$ cat src/rtl/router_pkg.sv
// Shared types and flit-field helpers for the router datapath stages.
package router_pkg;

  localparam int FLIT_W   = 11;
  localparam int HOP_W    = 4;
  localparam int TAIL_BIT = FLIT_W - 1;
  localparam int HOP_MSB  = FLIT_W - 2;

  typedef logic [FLIT_W-1:0] flit_t;

  typedef enum logic [1:0] {
    S_HEAD,
    S_CONT,
    S_LOCAL
  } rt_state_t;

  // Hop-count field of a head flit.
  function automatic logic [HOP_W-1:0] hop_of(input flit_t f);
    return f[HOP_MSB -: HOP_W];
  endfunction

  // Head flit with its hop count decremented; all other bits untouched.
  // Callers only use this on hop != 0, so the field never wraps.
  function automatic flit_t dec_hop(input flit_t f);
    flit_t r;
    r = f;
    r[HOP_MSB -: HOP_W] = f[HOP_MSB -: HOP_W] - HOP_W'(1);
    return r;
  endfunction

endpackage

$ cat src/rtl/router_input_unit_flit_reg.sv
// One-entry pipeline register in front of a first-word-fall-through FIFO.
// Pops whenever the slot is empty or is being drained this cycle, so a
// steady stream moves at one flit per clock with no bubbles.
module flit_reg
  import router_pkg::*;
#(
  parameter int W = FLIT_W
) (
  input  logic         clk,
  input  logic         reset_n,
  input  logic         in_empty,
  input  logic [W-1:0] in_data,
  input  logic         xfer,
  output logic         in_rd,
  output logic         flit_v,
  output logic [W-1:0] flit_q
);

  // Pop when data is available and the slot is free or emptying; never
  // pop while reset is held, since the popped flit would be thrown away.
  always_comb begin
    in_rd = reset_n & ~in_empty & (~flit_v | xfer);
  end

  // Valid flag: refill has priority over drain so a same-cycle
  // pop and transfer keeps the slot full.
  always_ff @(posedge clk) begin
    if (!reset_n) begin
      flit_v <= 1'b0;
    end else if (in_rd) begin
      flit_v <= 1'b1;
    end else if (xfer) begin
      flit_v <= 1'b0;
    end
  end

  // Flit payload: loaded on every pop, only meaningful while flit_v is set.
  always_ff @(posedge clk) begin
    if (in_rd) begin
      flit_q <= in_data;
    end
  end

endmodule

$ cat src/rtl/router_input_unit.sv
// Router input stage: routes each packet either onward (hop decremented in
// the head) or to the local Braindrop output, holding the chosen output
// for the whole packet and counting delivered packets per output.
module router_input_unit
  import router_pkg::*;
#(
  parameter int CNT_W = 16
) (
  input  logic              clk,
  input  logic              reset_n,
  input  logic              in_empty,
  input  logic [FLIT_W-1:0] in_data,
  output logic              in_rd,
  output logic              req_cont,
  output logic [FLIT_W-1:0] data_cont,
  input  logic              ready_cont,
  output logic              req_local,
  output logic [FLIT_W-1:0] data_local,
  input  logic              ready_local,
  output logic [CNT_W-1:0]  pkt_cont_cnt,
  output logic [CNT_W-1:0]  pkt_local_cnt
);

  rt_state_t        state_q;
  rt_state_t        state_d;
  logic             flit_v;
  flit_t            flit_q;
  logic             xfer;
  logic             inc_cont;
  logic             inc_local;
  logic [HOP_W-1:0] hop;
  logic             tail;

  flit_reg #(
    .W(FLIT_W)
  ) u_flit_reg (
    .clk     (clk),
    .reset_n (reset_n),
    .in_empty(in_empty),
    .in_data (in_data),
    .xfer    (xfer),
    .in_rd   (in_rd),
    .flit_v  (flit_v),
    .flit_q  (flit_q)
  );

  // Route decode, request/data generation and next-state logic. Idle data
  // outputs are held at zero so no allocator ever sees a stray tail bit.
  always_comb begin
    req_cont   = 1'b0;
    req_local  = 1'b0;
    data_cont  = '0;
    data_local = '0;
    state_d    = state_q;
    inc_cont   = 1'b0;
    inc_local  = 1'b0;
    xfer       = 1'b0;
    hop        = hop_of(flit_q);
    tail       = flit_q[TAIL_BIT];

    if (flit_v) begin
      case (state_q)
        S_HEAD: begin
          if (hop == '0) begin
            req_local  = 1'b1;
            data_local = flit_q;
          end else begin
            req_cont  = 1'b1;
            data_cont = dec_hop(flit_q);
          end
        end
        S_CONT: begin
          req_cont  = 1'b1;
          data_cont = flit_q;
        end
        S_LOCAL: begin
          req_local  = 1'b1;
          data_local = flit_q;
        end
        default: ;
      endcase

      // Only the selected output's ready matters; the other is ignored.
      xfer = (req_cont & ready_cont) | (req_local & ready_local);

      if (xfer) begin
        if (tail) begin
          inc_cont  = req_cont;
          inc_local = req_local;
          state_d   = S_HEAD;
        end else if (state_q == S_HEAD) begin
          state_d = req_local ? S_LOCAL : S_CONT;
        end
      end
    end
  end

  // Route state register; reset abandons any packet in progress.
  always_ff @(posedge clk) begin
    if (!reset_n) begin
      state_q <= S_HEAD;
    end else begin
      state_q <= state_d;
    end
  end

  // Delivered-packet counters, bumped when a tail leaves; they wrap freely.
  always_ff @(posedge clk) begin
    if (!reset_n) begin
      pkt_cont_cnt  <= '0;
      pkt_local_cnt <= '0;
    end else begin
      if (inc_cont) begin
        pkt_cont_cnt <= pkt_cont_cnt + CNT_W'(1);
      end
      if (inc_local) begin
        pkt_local_cnt <= pkt_local_cnt + CNT_W'(1);
      end
    end
  end

endmodule

$ cat config.mk
export PLATFORM = sky130hd
export DESIGN_NAME = router_input_unit
export DESIGN_NICKNAME = d
export VERILOG_FILES = /design/src/rtl/router_pkg.sv /design/src/rtl/router_input_unit_flit_reg.sv /design/src/rtl/router_input_unit.sv
export SDC_FILE = /design/constraint.sdc
export NUM_CORES = 1
export LEC_CHECK = 0
export BUFFER_PORTS_ARGS = -buffer_cell sky130_fd_sc_hd__buf_2
export CAP_MARGIN = 20
export CORE_MARGIN = 4
export CORE_UTILIZATION = 54
export DETAILED_ROUTE_END_ITERATION = 10
export GPL_TIMING_DRIVEN = 0
export PLACE_DENSITY = 0.84
export SETUP_SLACK_MARGIN = 0.05
export SLEW_MARGIN = 10
export SYNTH_ARGS = -nofsm -noshare
export SYNTH_HDL_FRONTEND = slang
export SYNTH_HIERARCHICAL = 1
export SYNTH_SLANG_ARGS = --single-unit
$ cat constraint.sdc
create_clock -name clk -period 7.5 [get_ports clk]
set_clock_uncertainty 0.15 [all_clocks]
set_input_delay 0.375 -clock clk [delete_from_list [all_inputs] [get_ports clk]]
set_output_delay 0.375 -clock clk [all_outputs]
set_load 0.05 [all_outputs]
==> results.txt <==
Floorplan die width - 72.8 um
CTS root buf - sky130_fd_sc_hd__clkbuf_8
Most used cells in the layout excluding fill and tap cells - sky130_fd_sc_hd__buf_2 (73), sky130_fd_sc_hd__dfxtp_1 (35), sky130_fd_sc_hd__a21oi_1 (25)
Worst hold path class - in -> reg
Critical path fanouts, max - 12
Post-Place Cells - 370
Worst Setup Start Kind - register
Count of buffers from port buffering - 72
Final antenna diode count - 0
Nets - 346
Count of endpoints failing setup in the final report - 0
FMAX - 0.269 GHz
Final WL - 5190 um
Clock-pin slew of the registers on the worst-case setup and hold paths - 0.09 ns
Cts bufs inserted - 5
Final HPWL DP - 3960 um
Max VDD drop - 0.000111 V
RSZ-0062 raised after global routing - no
Worst path required time - 6.97 ns
Period utilization - 49.7%
Starting DRT DRC Count - 62
Critical path cell sequence - inv_1 -> ha_1 -> nor3b_4 -> o21ai_0 -> a21boi_0 -> nor2b_4 -> nor3b_2 -> buf_2
Number of gates resized after cts - 0
Area Growth Syn to Fin - 22.7%
Initial antenna violation count - 0
Netlist area before placement - 2270 um2
Adder-cell share of the synthesized area - 1.66%
Critical path start-end classification - reg -> out
CTS tree - built
Combined area of the multi-input logic cells - 1160 um2
Max-cap check violation count - 0
Final hold violation count - 0
Max-slew violation count - 0
Data arrival time of the worst path - 3.20 ns
Core Region - 4030 um2
Post-CTS Setup Repair Bufs - 0
Run status - finished clean
Post-synth EDFFs - 11
Post-synthesis sequential area ratio - 45.5%
Mux share of post-synthesis cell area - 0.883%
Net count of the mapped netlist - 267
Storage cell area - 1030 um2
Post-Synth Simple-Gate Area - 30.0%
Global-route wire length before repair - 8400 um
Cell at the slowest stage of the critical path - sky130_fd_sc_hd__nor3b_2
Number of instances in the synthesized netlist - 248
Crit end category - primary output
Total global routing overflow - 0
Remaining design rule violation count - 0
Share of layout cells above drive strength 1 - 26.5%
FP Rows - 23
Sum of negative setup slack - 0 ns
Routed vias - 2110
Final Core Density - 69.0%
Delay of the slowest critical-path stage - 0.70 ns
Total power divided by cell area - 164 nW/um2
Async set or reset register ratio after synthesis - 0%
Via count of the first global-routing pass - 1891
Cts-stage hold buffer count - 0
DIE AREA - 5300 um2
Top_reg_cell synth - sky130_fd_sc_hd__dfxtp_1
IO Count - 73
Number of clock sinks seen by CTS - 46
Number of iterations in the first detailed-routing pass - 4
Leakage power summed over all cells - 1.20 nW
Cell variety after synth - 43
Via-per-instance ratio - 5.58
Global-route total usage across every layer - 19.8%
Actual slew at the worst max-slew pin - 0.892 ns
Number of register bits inferred by synthesis - 46
Commonest non-fill, non-tap cell in the layout - sky130_fd_sc_hd__buf_2
Initial core utilization - 56.3%
Maximum number of pins on one net before global-route repair - 14
Area fraction in compound gates after synthesis - 15.0%
Latest clock arrival within the worst-skew pair - 0.29 ns
Slew headroom - 39.7%
Fillcell total - 322
Deepest clock path buffer count - 2
Xor-xnor portion of the synthesized cell area - 3.86%
Count of warnings emitted by yosys - 6
Minimum clock period after layout - 3.72 ns
Final weighted congestion in routability-driven placement - 0.849
Average cell area after synthesis - 9.14 um2
Main combinational cell family by area after synthesis - simple AND/OR/NAND/NOR gates
CTS HTree Levels - 2
Cell Count, Final, Fillers Out - 378
Final routed wire length divided by cell count - 13.7 um
Number of nets still failing antenna checks after routing - 0
Vertical extent of the die - 72.8 um
cell usage after synthesis (3+ instances only):
cell type	count	share of area, %
sky130_fd_sc_hd__nor2b_1	3	0.83
sky130_fd_sc_hd__or3_1	13	3.6
sky130_fd_sc_hd__nand4_1	4	1.1
sky130_fd_sc_hd__xor2_1	6	2.3
sky130_fd_sc_hd__edfxtp_1	11	15
sky130_fd_sc_hd__nor2_1	18	3.0
sky130_fd_sc_hd__nand2_1	14	2.3
sky130_fd_sc_hd__o2111ai_1	3	1.2
sky130_fd_sc_hd__inv_1	10	1.7
sky130_fd_sc_hd__nand3_1	7	1.5
sky130_fd_sc_hd__a21oi_1	25	5.5
sky130_fd_sc_hd__or4_1	7	2.3
sky130_fd_sc_hd__xnor2_1	4	1.5
sky130_fd_sc_hd__o21ai_0	16	3.5
sky130_fd_sc_hd__and2_1	18	5.0
sky130_fd_sc_hd__and4_1	3	1.2
sky130_fd_sc_hd__clkbuf_1	7	1.2
sky130_fd_sc_hd__dfxtp_1	35	31
sky130_fd_sc_hd__o31ai_1	6	2.0
sky130_fd_sc_hd__ha_1	3	1.7
sky130_fd_sc_hd__nor4_1	5	1.4
sky130_fd_sc_hd__and3_1	6	1.7
metal layers:
metal	routed length, um	global-route usage (%)	up-vias
met1	2240	24.2	987
met5	0	0	-
met4	55	5.12	0
li1	-	-	1065
met3	224	3.99	6
met2	2660	35.5	52
stage by stage:
step                      power, mW  area [um2]  hold WS [ns]  setup WS [ns]
final                         0.458        2780         0.101           3.78
after detailed placement      0.312        2690         0.323           4.10
after global routing          0.474        2780        0.0931           3.55
after CTS                     0.463        2780        0.0954           3.78
after global placement        0.311        2690         0.314           4.15
after floorplan               0.299        2270         0.324           4.30
flip-flops by register name, summed over array words and instances (netlist names):
signal,cells
pkt_cont_cnt,16
u_flit_reg/flit_q,11
pkt_local_cnt,16
state_q,2
u_flit_reg/flit_v,1
worst max-delay path: cells and delay by family, from the launching register on:
| kind | cells | cell delay, ns |
|---|---|---|
| buffers and inverters | 2 | 0.49 |
| AO/OA/AOI/OAI | 2 | 0.55 |
| flip-flops | 1 | 0.44 |
| adder cells (fa/ha/maj) | 1 | 0.20 |
| AND/OR/NAND/NOR | 3 | 1.24 |
power breakdown:
| group | switching [mW] | internal (mW) | total, mW |
|---|---|---|---|
| clock | 0.0765 | 0.0744 | 0.151 |
| combinational | 0.0324 | 0.0130 | 0.0454 |
| sequential | 0.00375 | 0.258 | 0.261 |
| total | 0.113 | 0.345 | 0.458 |
cell families (layout without fill, tap and decap cells):
group / count (synthesis) / after routing
fa+ha+maj: 3 / 3
compound gates: 56 / 56
buf+inv: 19 / 99
xor+xnor: 10 / 10
flops: 46 / 46
simple gates: 112 / 112
mux: 2 / 2
cell type report:
cell class                      instances  area share (%)
Tap cell                               50            2.25
Timing Repair Buffer                   72            13.0
Sequential cell                        46            37.1
Clock buffer                            7            3.10
Multi-Input combinational cell        183            41.8
Inverter                               11            1.48
Buffer                                  8            1.12
Clock inverter                          1           0.180
worst paths after layout:
check	start	end	slack (ns)	cells after the start
max	u_flit_reg/flit_q[6]	in_rd	3.78	8
min	in_data[1]	u_flit_reg/flit_q[1]	0.10	1
max reg2reg	u_flit_reg/flit_q[6]	u_flit_reg/flit_q[3]	4.47	7
min reg2reg	pkt_cont_cnt[15]	pkt_cont_cnt[15]	0.33	2
(Power assumes the default switching activity.)
